==> config.mk <==
export PLATFORM = sky130hd
export DESIGN_NAME = ifetch_queue
export DESIGN_NICKNAME = d
export VERILOG_FILES = /design/src/rtl/ifetch_queue.sv
export SDC_FILE = /design/constraint.sdc
export NUM_CORES = 1
export LEC_CHECK = 0
export BUFFER_PORTS_ARGS = -buffer_cell sky130_fd_sc_hd__buf_4
export CAP_MARGIN = 20
export CORE_MARGIN = 5
export CORE_UTILIZATION = 58
export DETAILED_ROUTE_END_ITERATION = 8
export GPL_TIMING_DRIVEN = 1
export MAX_ROUTING_LAYER = met4
export PLACE_DENSITY = 0.85
export SLEW_MARGIN = 20
export SYNTH_ARGS = -nofsm -noshare
export SYNTH_HDL_FRONTEND = slang
export SYNTH_SLANG_ARGS = --single-unit
export TNS_END_PERCENT = 30
==> constraint.sdc <==
create_clock -name clock -period 6.4 [get_ports clock]
set_clock_uncertainty 0.2 [all_clocks]
set_input_delay 0 -clock clock [delete_from_list [all_inputs] [get_ports clock]]
set_output_delay 0 -clock clock [all_outputs]
set_load 0.01 [all_outputs]
==> src/rtl/ifetch_queue.sv <==
// ifetch_queue: instruction fetch stage feeding the single-cycle core.
// Issues sequential word fetches to instruction memory under a credit limit,
// buffers returned words with their PCs in an in-order queue, and hands one
// {instr, instr_pc} pair per cycle to the core. A redirect flushes the queue
// and marks every in-flight response as stale so it is silently dropped.
//
// Ports:
//   clock, reset          : clock, synchronous active-high reset
//   imem_req/addr         : fetch request and word-aligned address
//   imem_gnt              : request accepted this cycle
//   imem_rvalid/rdata     : in-order response stream
//   redirect_valid/pc     : restart fetch at a new target
//   instr_valid/instr/pc  : head of queue presented to the core
//   instr_ready           : core consumes the head entry
module ifetch_queue #(
   parameter int unsigned DEPTH    = 4,
   parameter logic [31:0] RESET_PC = 32'h0000_0000
) (
   input  logic        clock,
   input  logic        reset,
   output logic        imem_req,
   output logic [31:0] imem_addr,
   input  logic        imem_gnt,
   input  logic        imem_rvalid,
   input  logic [31:0] imem_rdata,
   input  logic        redirect_valid,
   input  logic [31:0] redirect_pc,
   output logic        instr_valid,
   output logic [31:0] instr,
   output logic [31:0] instr_pc,
   input  logic        instr_ready
);

   localparam int unsigned PW = (DEPTH > 1) ? $clog2(DEPTH) : 1;
   localparam int unsigned CW = $clog2(DEPTH + 1);
   localparam int unsigned SW = CW + 1;

   logic [31:0]   fetch_pc;
   logic [31:0]   resp_pc;
   logic [63:0]   q_mem [DEPTH];
   logic [PW-1:0] rd_ptr;
   logic [PW-1:0] wr_ptr;
   logic [CW-1:0] count;
   logic [CW-1:0] outstanding;
   logic [CW-1:0] drop;

   logic          grant;
   logic          resp;
   logic          push;
   logic          pop;
   logic [SW-1:0] credits_used;
   logic [31:0]   redirect_aligned;
   logic          unused_redirect_lsb;

   // Low address bits of the redirect target are ignored.
   assign redirect_aligned    = {redirect_pc[31:2], 2'b00};
   assign unused_redirect_lsb = ^redirect_pc[1:0];

   // Handshake decode; credits cover queued entries plus in-flight requests.
   always_comb begin
      credits_used = SW'(count) + SW'(outstanding);
      imem_req     = !reset && !redirect_valid && (credits_used < SW'(DEPTH));
      grant        = imem_req && imem_gnt;
      resp         = imem_rvalid && (outstanding != '0);
      push         = resp && (drop == '0);
      pop          = instr_valid && instr_ready;
   end

   assign imem_addr   = fetch_pc;
   assign instr_valid = (count != '0);
   // Output is forced to zero while empty so idle/reset values are clean.
   assign {instr, instr_pc} = instr_valid ? q_mem[rd_ptr] : 64'd0;

   // Control state: PCs, pointers, occupancy, credit and drop counters.
   always_ff @(posedge clock) begin
      if (reset) begin
         fetch_pc    <= RESET_PC;
         resp_pc     <= RESET_PC;
         rd_ptr      <= '0;
         wr_ptr      <= '0;
         count       <= '0;
         outstanding <= '0;
         drop        <= '0;
      end else if (redirect_valid) begin
         // Everything still in flight after this cycle belongs to the old path.
         fetch_pc    <= redirect_aligned;
         resp_pc     <= redirect_aligned;
         rd_ptr      <= '0;
         wr_ptr      <= '0;
         count       <= '0;
         outstanding <= outstanding - CW'(resp);
         drop        <= outstanding - CW'(resp);
      end else begin
         if (grant) begin
            fetch_pc <= fetch_pc + 32'd4;
         end
         if (push) begin
            wr_ptr  <= wr_ptr + PW'(1);
            resp_pc <= resp_pc + 32'd4;
         end
         if (pop) begin
            rd_ptr <= rd_ptr + PW'(1);
         end
         count       <= count + CW'(push) - CW'(pop);
         outstanding <= outstanding + CW'(grant) - CW'(resp);
         if (resp && (drop != '0)) begin
            drop <= drop - CW'(1);
         end
      end
   end

   // Queue storage; contents are only observed through count, so no reset.
   always_ff @(posedge clock) begin
      if (!reset && !redirect_valid && push) begin
         q_mem[wr_ptr] <= {imem_rdata, resp_pc};
      end
   end

endmodule

==> summary.txt, run 1 <==
Status -> finished, final reports clean
Max_cap viols -> 0
Reg clk slew, reported paths -> 0.06 ns
Post-synth EDFFs -> 248
CTS Buf Count -> 31
First-pass GRT wire length -> 49,600 um
Commonest cells after routing, fill and taps aside -> edfxtp_1, buf_4, dlygate4sd3_1
Path depth of the worst reg2reg path -> 12
Setup Viol. Count Final -> 0
Crit start category -> flop
RSZ-0062 raised after global routing -> no
Min Clock Period, post-route -> 3.75 ns
RR Startpoint -> outstanding[2]
Clk_lat worst skew -> 0.55 ns
Via/cell ratio -> 5.87
Slew @ Worst Pin -> 1.01 ns
Area growth syn-to-layout -> 26.5%
Final nets -> 1,269
Post-route design area -> 17,300 sq um
CORE AREA -> 23,300 sq um
Ports -> 168
Post-Syn Area -> 13,600 sq um
GRT Overall Usage -> 0.245
Via count -> 8,948
Clk sinks -> 323
Post-CTS sizing -> 0
Filler cell count -> 1,378
FF-to-FF setup slack -> 2.65 ns
Min-delay src -> imem_rdata[31]
# DRC -> 0
CTS tree -> built
Worst Setup Path Type -> reg2reg
Slew Limit Fails -> 0
Port-buffer cells -> 161
Routed Antenna Nets -> 0
Pin count of the biggest net entering global routing -> 80
Synth Flop Type -> edfxtp_1
Drt pass-1 iters -> 5
Vias in the first global route -> 9,013
Area post-placement -> 15,100 sq um
Die Wd -> 163 um
Worst EP arrival -> 3.97 ns
Maximum fanout along the worst path -> 27
Full die area -> 26,700 sq um
Post-synthesis async set-or-reset flop share -> 0
Most common cell after layout, fill and taps aside -> edfxtp_1
Multi-input logic area -> 4350 sq um
Hold Path Depth -> 2
Hpwl dp -> 17,900 um
Initial DRC count -> 755
Syn Inst Count -> 915
Power Total -> 0.00508 W
Worst slew margin -> 0.327
H-tree levels -> 1
CP Capture Type -> flop
Syn avg cell area -> 14.9 sq um
Initial core utilization -> 0.585
DRT Wirelength -> 31,500 um
Worst Hold Class -> in2reg
Highest clock rate -> 266 MHz
CTS root buffer -> clkbuf_16
Post-CTS Hold Fix Bufs -> 114
Crit path required time -> 6.62 ns
Sequential fraction of the synthesis area -> 0.656
Post-Route Setup TNS -> 0 ns
Die H -> 163 um
Initial antenna violation count -> 0
CTS max path bufs -> 3
Post-synth cell types -> 58
Final worst path period share -> 0.587
Layout cells sized above 1 -> 0.246
Synthesis Warnings -> 0
DR WL/cell -> 20.6 um
Leakage power -> 6.07 nW
Seq cells post-synth -> 323
Post-CTS setup buffer count -> 0
Gr ovfl total -> 0
Gpl congestion -> 0.898
Reg2Reg Capture Point -> outstanding[2]
FP Rows -> 56
Fin. Hold Viols -> 0
Ant diodes -> 0
Hold Path End -> q_mem[2][63]
Maximum vdd ir drop -> 233 uV
Power per Cell Area -> 294 nW/um^2
Reg area -> 8950 sq um
==> critical path, cell delays in order (launching register included) <==
cell,delay (ns)
dfxtp_1,0.43
ha_1,0.28
nor4_2,0.27
and3_1,0.60
inv_2,0.34
ha_1,0.38
inv_1,0.04
ha_1,0.18
fa_1,0.38
xor2_1,0.15
o21ai_0,0.19
xnor2_1,0.14
nor2_1,0.05
==> power breakdown <==
part	internal [W]	switching (W)
logic	0.000394	0.000390
clock network	0.00113	0.000742
registers	0.00234	0.0000841
total	0.00386	0.00122
==> per-layer routing <==
metal	track usage	wire, um	vias up
met5	-	0	-
met4	0.0648	737	0
met1	0.333	12700	4372
met2	0.393	15300	478
li1	-	-	4028
met3	0.0379	2690	70
==> flip-flops by register name, indices dropped and copies added, names as in the netlist, named ones only <==
signal	flops
rd_ptr	2
q_mem	248
wr_ptr	2
count	3
outstanding	3
resp_pc	30
drop	3
imem_addr	30
==> how the worst max path moves through the flow <==
stage              startpoint             end  slack [ns]
4_1_cts        outstanding[2]  outstanding[2]        2.70
6_report       outstanding[2]  outstanding[2]        2.65
3_3_place_gp   outstanding[2]  outstanding[2]        2.75
2_1_floorplan         drop[0]    q_mem[0][10]        3.00
5_1_grt        outstanding[2]  outstanding[2]        2.48
3_5_place_dp   outstanding[2]  outstanding[2]        2.72
==> metrics by stage <==
step           hold slack (ns)   util  cells  worst slack (ns)
3_5_place_dp           0.00273  0.646   1353              2.72
2_1_floorplan           -0.101      -    918              3.00
4_1_cts                0.00127  0.739   1524              2.70
3_3_place_gp          0.000737  0.646   1353              2.75
6_report                0.0221  0.739   1524              2.65
5_1_grt                0.00225  0.739   1524              2.48
==> Yosys cell counts, drive strengths merged (2+ instances only) <==
library cell,count,area share
o31a,2,0.0013
a211oi,17,0.0094
o211ai,6,0.0033
nand2b,2,0.00092
and2,72,0.033
nand4,18,0.0098
a311oi,2,0.0013
nor2b,2,0.00092
clkbuf,34,0.011
buf,18,0.0082
a21oi,20,0.0073
nor4,13,0.0095
xnor2,33,0.021
mux2,3,0.0025
a21boi,10,0.0055
and3,12,0.0055
fa,2,0.0029
and4,6,0.0039
o21a,5,0.0028
inv,26,0.0072
xor2,9,0.0058
or4,2,0.0011
nor2,43,0.012
ha,16,0.015
edfxtp,248,0.55
nand3,26,0.010
nand2,50,0.014
nor3,15,0.0063
o21ai,17,0.0062
nor4b,2,0.0013
dfxtp,75,0.11
or3,12,0.0055
o22ai,3,0.0014
mux4,62,0.10
a31oi,21,0.0096
==> cells by family after synthesis <==
group	Yosys count	share of synthesized area
buf+inv	79	0.0264
other cells	1	0.000275
mux	66	0.106
flops	323	0.656
simple gates	276	0.115
xor+xnor	42	0.0270
fa+ha+maj	18	0.0176
compound gates	110	0.0526
==> layout make-up <==
cell class                      count  area share
Clock inverter                     12      0.0108
Inverter                           27     0.00587
Timing Repair Buffer              282       0.139
Multi-Input combinational cell    516       0.252
Tap cell                          319      0.0231
Clock buffer                       45      0.0497
Sequential cell                   323       0.519
(Power assumes the default switching activity.)
==> inputs of run 2 (changes only) <==
--- a/config.mk
+++ b/config.mk
@@ -8,11 +8,11 @@
 export BUFFER_PORTS_ARGS = -buffer_cell sky130_fd_sc_hd__buf_4
 export CAP_MARGIN = 20
 export CORE_MARGIN = 5
-export CORE_UTILIZATION = 58
+export CORE_UTILIZATION = 52
 export DETAILED_ROUTE_END_ITERATION = 8
 export GPL_TIMING_DRIVEN = 1
 export MAX_ROUTING_LAYER = met4
-export PLACE_DENSITY = 0.85
+export PLACE_DENSITY = 0.8
 export SLEW_MARGIN = 20
 export SYNTH_ARGS = -nofsm -noshare
 export SYNTH_HDL_FRONTEND = slang
==> constraint.sdc (replaced) <==
create_clock -name clock -period 3.15 [get_ports clock]
set_clock_uncertainty 0.2 [all_clocks]
set_input_delay 0 -clock clock [delete_from_list [all_inputs] [get_ports clock]]
set_output_delay 0 -clock clock [all_outputs]
set_load 0.01 [all_outputs]
==> summary.txt, run 2 (synthesized netlist as in run 1, its figures left out) <==
Status -> finished, final reports clean (unchanged)
RSZ-0062 raised after global routing -> no (unchanged)
Clk_lat worst skew -> 0.55 ns (about the same)
Largest register FFs -> 248 (unchanged)
Via/cell ratio -> 5.68 (was 5.87)
Hpwl dp -> 18,900 um (was 17,900 um)
Final nets -> 1,291 (was 1,269)
Layout cells sized above 1 -> 0.253 (was 0.246)
Most common cell after layout, fill and taps aside -> edfxtp_1 (unchanged)
Fin. Hold Viols -> 0 (unchanged)
Worst Setup Path Type -> reg2reg (unchanged)
Commonest cells after routing, fill and taps aside -> edfxtp_1, buf_4, dlygate4sd3_1 (unchanged)
Die Wd -> 172 um (was 163 um)
CP Capture Type -> flop (unchanged)
FP Rows -> 59 (was 56)
DRT Wirelength -> 31,200 um (was 31,500 um)
FF-to-FF setup slack -> 0.14 ns (was 2.65 ns)
Via count -> 8,880 (was 8,948)
Reg clk slew, reported paths -> 0.06 ns (about the same)
Full die area -> 29,600 sq um (was 26,700 sq um)
Worst hold slack -> 0.107 ns (was 0.0221 ns)
Min-delay src -> redirect_pc[13] (was imem_rdata[31])
Gr ovfl total -> 0 (unchanged)
Place WS -> 0.221 ns (was 2.72 ns)
Ports -> 168 (unchanged)
Ant diodes -> 0 (unchanged)
Top reg by flops -> q_mem (unchanged)
CORE AREA -> 26,000 sq um (was 23,300 sq um)
Highest clock rate -> 333 MHz (was 266 MHz)
Die H -> 172 um (was 163 um)
Setup Viol. Count Final -> 0 (unchanged)
Filler cell count -> 1,727 (was 1,378)
Gpl congestion -> 0.876 (was 0.898)
Min Clock Period, post-route -> 3.01 ns (was 3.75 ns)
Max_cap viols -> 0 (unchanged)
Slew @ Worst Pin -> 0.811 ns (was 1.01 ns)
Initial antenna violation count -> 0 (unchanged)
Crit start category -> flop (unchanged)
CTS tree -> built (unchanged)
Final worst path period share -> 0.954 (was 0.587)
Area growth syn-to-layout -> 27.8% (was 26.5%)
CTS max path bufs -> 3 (unchanged)
Clk sinks -> 323 (unchanged)
GRT Overall Usage -> 0.213 (was 0.245)
Area post-placement -> 15,200 sq um (was 15,100 sq um)
Maximum vdd ir drop -> 414 uV (was 233 uV)
H-tree levels -> 1 (unchanged)
Worst slew margin -> 0.452 (was 0.327)
First-pass GRT wire length -> 48,300 um (was 49,600 um)
DR WL/cell -> 19.9 um (was 20.6 um)
CP Launch Point -> imem_addr[16] (was outstanding[2])
Leakage power -> 6.16 nW (was 6.07 nW)
CTS root buffer -> clkbuf_16 (unchanged)
Post-Route Setup TNS -> 0 ns (unchanged)
Setup slack after layout -> 0.145 ns (was 2.65 ns)
Initial DRC count -> 796 (was 755)
Routed Antenna Nets -> 0 (unchanged)
Worst EP arrival -> 3.29 ns (was 3.97 ns)
Worst Hold Class -> in2reg (unchanged)
CTS Buf Count -> 31 (unchanged)
Crit path required time -> 3.44 ns (was 6.62 ns)
Maximum fanout along the worst path -> 5 (was 27)
Drt pass-1 iters -> 5 (unchanged)
Slew Limit Fails -> 0 (unchanged)
Post-CTS setup buffer count -> 0 (unchanged)
# DRC -> 0 (unchanged)
Pin count of the biggest net entering global routing -> 64 (was 80)
Power per Cell Area -> 575 nW/um^2 (was 294 nW/um^2)
Port-buffer cells -> 161 (unchanged)
Initial core utilization -> 0.525 (was 0.585)
Power Total -> 0.0100 W (was 0.00508 W)
Post-route design area -> 17,400 sq um (was 17,300 sq um)
Vias in the first global route -> 8,957 (was 9,013)
RR Startpoint -> imem_addr[16] (was outstanding[2])
run 2: stage by stage:
stage	utilization	cells
6_report	0.671	1563
5_1_grt	0.671	1563
4_1_cts	0.671	1563
3_5_place_dp	0.587	1382
3_3_place_gp	0.587	1382
2_1_floorplan	-	918
run 2: layer usage:
metal | share of wire | vias to the layer above | global-route usage
li1 | - | 4082 | -
met3 | 0.075 | 47 | 0.0348
met4 | 0.017 | 0 | 0.0386
met1 | 0.42 | 4381 | 0.294
met2 | 0.49 | 370 | 0.343
met5 | 0 | - | -
run 2: timing repair:
action                                  CTS  global route
hold buffers                            123             0
endpoints found under the hold margin   200             0
gates resized for setup                   0             2
endpoints found under the setup margin    0             2
run 2: path summary, 6_finish.rpt:
kind / end / depth (start not counted)
max: imem_addr[28] / 6
min: resp_pc[13] / 4
max reg2reg: imem_addr[28] / 6
min reg2reg: flop / 2
run 2: critical path, stage by stage, from the launching register on:
cell and delay, ns:
dfxtp_1 0.44, nand4_1 0.27, nor4b_1 0.78, nand4_1 0.24
or3_1 0.37, nand3_1 0.09, dlygate4sd3_1 0.55
run 2: layout make-up:
cell class              count  area, sq um  area share
flip-flops and latches    323         8950       0.513
well taps                 335          419      0.0240
clock inverters            21          158     0.00904
inverters                  27          101     0.00581
clock buffers              37          798      0.0458
repair buffers            304         2650       0.152
multi-input cells         516         4360       0.250
run 2: power breakdown:
part | internal (W) | switching, W | leakage, nW
Sequential | 0.00475 | 0.000158 | 2.87
Clock | 0.00197 | 0.00151 | 0.461
Combinational | 0.000834 | 0.000809 | 2.82
Total | 0.00756 | 0.00248 | 6.16
==> inputs of run 3 (changes only) <==
--- a/config.mk
+++ b/config.mk
@@ -5,14 +5,15 @@
 export SDC_FILE = /design/constraint.sdc
 export NUM_CORES = 1
 export LEC_CHECK = 0
+export ABC_AREA = 1
 export BUFFER_PORTS_ARGS = -buffer_cell sky130_fd_sc_hd__buf_4
 export CAP_MARGIN = 20
 export CORE_MARGIN = 5
-export CORE_UTILIZATION = 52
+export CORE_UTILIZATION = 53
 export DETAILED_ROUTE_END_ITERATION = 8
 export GPL_TIMING_DRIVEN = 1
 export MAX_ROUTING_LAYER = met4
-export PLACE_DENSITY = 0.8
+export PLACE_DENSITY = 0.81
 export SLEW_MARGIN = 20
 export SYNTH_ARGS = -nofsm -noshare
 export SYNTH_HDL_FRONTEND = slang
==> summary.txt, run 3 <==
Gpl congestion -> 0.895 (was 0.876)
Slew @ Worst Pin -> 0.848 ns (was 0.811 ns)
# DRC -> 0 (unchanged)
Most common cell after layout, fill and taps aside -> nor2_1 (was edfxtp_1)
Fin. Hold Viols -> 0 (unchanged)
Hold Path Depth -> 2 (was 4)
Layout cells sized above 1 -> 0.140 (was 0.253)
Maximum fanout along the worst path -> 24 (was 5)
Clk sinks -> 323 (unchanged)
Reg area -> 8950 sq um (about the same)
FF-to-FF setup slack -> 0.29 ns (was 0.14 ns)
NetSw -> 0.00258 W (was 0.00248 W)
Reg power frac -> 0.482 (was 0.490)
H-tree levels -> 1 (unchanged)
Post-synthesis async set-or-reset flop share -> 0 (unchanged)
CTS root buffer -> clkbuf_16 (unchanged)
Routed Antenna Nets -> 0 (unchanged)
Comb pwr share -> 0.155 (was 0.164)
Syn Inst Count -> 1,579 (was 915)
Slowest stage delay, CP -> 0.55 ns (was 0.78 ns)
Worst Hold Class -> in2reg (unchanged)
Syn avg cell area -> 9.23 sq um (was 14.9 sq um)
Pin count of the biggest net entering global routing -> 77 (was 64)
Initial core utilization -> 0.539 (was 0.525)
Post-Syn Area -> 14,600 sq um (was 13,600 sq um)
Largest register FFs -> 248 (unchanged)
Setup Viol. Count Final -> 0 (unchanged)
Synthesis Warnings -> 0 (unchanged)
Worst slew margin -> 0.435 (was 0.452)
Crit path required time -> 3.37 ns (was 3.44 ns)
Worst path cell trace -> ha_1 > nand3_1 > nand2_1 > nor2_4 > nand2_2 > buf_4 > clkinv_2 > nand2_1 > nand2_1 > nand3_1 > nand2_1 > dlygate4sd3_1 (was nand4_1 > nor4b_1 > nand4_1 > or3_1 > nand3_1 > dlygate4sd3_1)
Top delay family on crit path -> buffers and inverters (was simple AND/OR/NAND/NOR gates)
Final nets -> 1,903 (was 1,291)
Reg2Reg Capture Point -> imem_addr[21] (was imem_addr[28])
Full die area -> 30,900 sq um (was 29,600 sq um)
Post-synth top cells -> nor2_1, nand2_1, edfxtp_1 (was edfxtp_1, dfxtp_1, and2_1)
Power per Cell Area -> 564 nW/um^2 (was 575 nW/um^2)
Slew Limit Fails -> 0 (unchanged)
Commonest cells after routing, fill and taps aside -> nor2_1, nand2_1, edfxtp_1 (was edfxtp_1, buf_4, dlygate4sd3_1)
DRT Wirelength -> 38,400 um (was 31,200 um)
Path depth of the worst reg2reg path -> 12 (was 6)
Post-layout util -> 0.669 (was 0.671)
Area post-placement -> 16,200 sq um (was 15,200 sq um)
Sequential fraction of the synthesis area -> 0.614 (was 0.656)
Gr ovfl total -> 0 (unchanged)
DR WL/cell -> 17.6 um (was 19.9 um)
Via count -> 12,100 (was 8,880)
Min Clock Period, post-route -> 2.86 ns (was 3.01 ns)
Crit start category -> flop (unchanged)
RSZ-0062 raised after global routing -> no (unchanged)
Reg clk slew, reported paths -> 0.06 ns (about the same)
Multi-input logic area -> 4920 sq um (was 4360 sq um)
FP Rows -> 60 (was 59)
CORE AREA -> 27,000 sq um (was 26,000 sq um)
Drt pass-1 iters -> 6 (was 5)
First-pass GRT wire length -> 60,400 um (was 48,300 um)
Status -> finished, final reports clean (unchanged)
Synth area leader -> edfxtp_1 (unchanged)
Post-synth cell types -> 37 (was 58)
Worst hold slack -> 0.0190 ns (was 0.107 ns)
Worst Setup Path Type -> reg2reg (unchanged)
Seq cells post-synth -> 323 (unchanged)
Post-Route Setup TNS -> 0 ns (unchanged)
Post-route design area -> 18,100 sq um (was 17,400 sq um)
CP Capture Type -> flop (unchanged)
Sw frac -> 0.253 (was 0.247)
CTS tree -> built (unchanged)
Area growth syn-to-layout -> 24.0% (was 27.8%)
CP Buf/Inv Count -> 3 (was 1)
Post-synth EDFFs -> 248 (unchanged)
RR Startpoint -> count[1] (was imem_addr[16])
CTS Buf Count -> 31 (unchanged)
Filler cell count -> 1,972 (was 1,727)
Hpwl dp -> 22,900 um (was 18,900 um)
CP dominant cell by count -> nand2_1 (was nand4_1)
Highest clock rate -> 350 MHz (was 333 MHz)
Min-delay src -> imem_rdata[1] (was redirect_pc[13])
Die Wd -> 176 um (was 172 um)
Ant diodes -> 0 (unchanged)
Port-buffer cells -> 161 (unchanged)
Internal power -> 0.00762 W (was 0.00756 W)
Ranking of synthesized cells by area -> edfxtp_1, dfxtp_1, nor2_1 (was edfxtp_1, dfxtp_1, mux4_2)
Slowest cell on crit path -> dlygate4sd3_1 (was nor4b_1)
GRT Overall Usage -> 0.247 (was 0.213)
Initial antenna violation count -> 0 (unchanged)
Clock group share of total power -> 0.363 (was 0.346)
Post-CTS setup buffer count -> 0 (unchanged)
Vias in the first global route -> 11,900 (was 8,957)
Via/cell ratio -> 5.56 (was 5.68)
Max_cap viols -> 0 (unchanged)
Hold Path End -> q_mem[3][33] (was resp_pc[13])
Initial DRC count -> 1,062 (was 796)
CTS max path bufs -> 3 (unchanged)
Clk_lat worst skew -> 0.54 ns (was 0.55 ns)
Leakage power -> 6.98 nW (was 6.16 nW)
Most frequent cell after synthesis -> nor2_1 (was edfxtp_1)
Maximum vdd ir drop -> 514 uV (was 414 uV)
Share of the synthesized area in the top cell type -> 0.511 (was 0.546)
Ports -> 168 (unchanged)
Final worst path period share -> 0.907 (was 0.954)
Worst EP arrival -> 3.08 ns (was 3.29 ns)
Top reg by flops -> q_mem (unchanged)
Die H -> 176 um (was 172 um)
Synth Flop Type -> edfxtp_1 (unchanged)
-- run 3: layer usage --
layer,up-vias,wire (um),global-route usage
met5,-,0,-
met4,0,663,0.0614
met3,52,3160,0.0321
met2,606,19000,0.422
met1,5715,15500,0.317
li1,5743,-,-
-- run 3: worst register-to-register path: stages (launching register included) --
cell	delay, ns
dfxtp_1	0.37
ha_1	0.30
nand3_1	0.07
nand2_1	0.11
nor2_4	0.04
nand2_2	0.06
buf_4	0.29
clkinv_2	0.40
nand2_1	0.17
nand2_1	0.06
nand3_1	0.06
nand2_1	0.05
dlygate4sd3_1	0.55
-- run 3: cells by family after synthesis --
kind of cell	synth area share
AND/OR/NAND/NOR	0.208
flip-flops	0.614
AO/OA/AOI/OAI	0.101
buffers and inverters	0.0520
adder cells (fa/ha/maj)	0.0165
XOR/XNOR	0.00841
other	0.000257
-- run 3: through the flow --
step / setup slack, ns / total power [W] / cells
floorplan: -0.217 / 0.00580 / 1582
global placement: 0.432 / 0.00641 / 2035
CTS: 0.0924 / 0.0102 / 2179
finish: 0.294 / 0.0102 / 2180
detailed placement: 0.339 / 0.00647 / 2035
global route: 0.0984 / 0.0106 / 2180
-- run 3: worst max path at each step --
stage                                 to  depth (start not counted)            from
after global placement    outstanding[2]                         13        count[1]
after detailed placement  outstanding[2]                         13        count[1]
final                      imem_addr[21]                         12        count[1]
after floorplan             q_mem[0][10]                          8         drop[0]
after CTS                   q_mem[1][21]                          9  redirect_valid
after global routing       imem_addr[20]                         12        count[1]
-- run 3: layout make-up --
| class | count | area share |
|---|---|---|
| clock inverters | 6 | 0.00574 |
| inverters | 114 | 0.0237 |
| well taps | 341 | 0.0236 |
| repair buffers | 270 | 0.129 |
| multi-input cells | 1075 | 0.272 |
| flip-flops and latches | 323 | 0.495 |
| clock buffers | 51 | 0.0512 |
-- run 3: repair_timing --
| action | in CTS | in global routing |
|---|---|---|
| endpoints found under the hold margin | 203 | 4 |
| resized for setup | 0 | 1 |
| hold buffers | 87 | 1 |
| setup endpoints to repair | 0 | 30 |
-- run 3: power groups by stage --
stage / combinational, W / clock (W) / sequential, W
after floorplan: 0.000838 / 0 / 0.00496
after global placement: 0.00143 / 0 / 0.00499
after detailed placement: 0.00147 / 0 / 0.00500
after CTS: 0.00157 / 0.00376 / 0.00491
after global routing: 0.00175 / 0.00393 / 0.00493
final: 0.00158 / 0.00371 / 0.00492
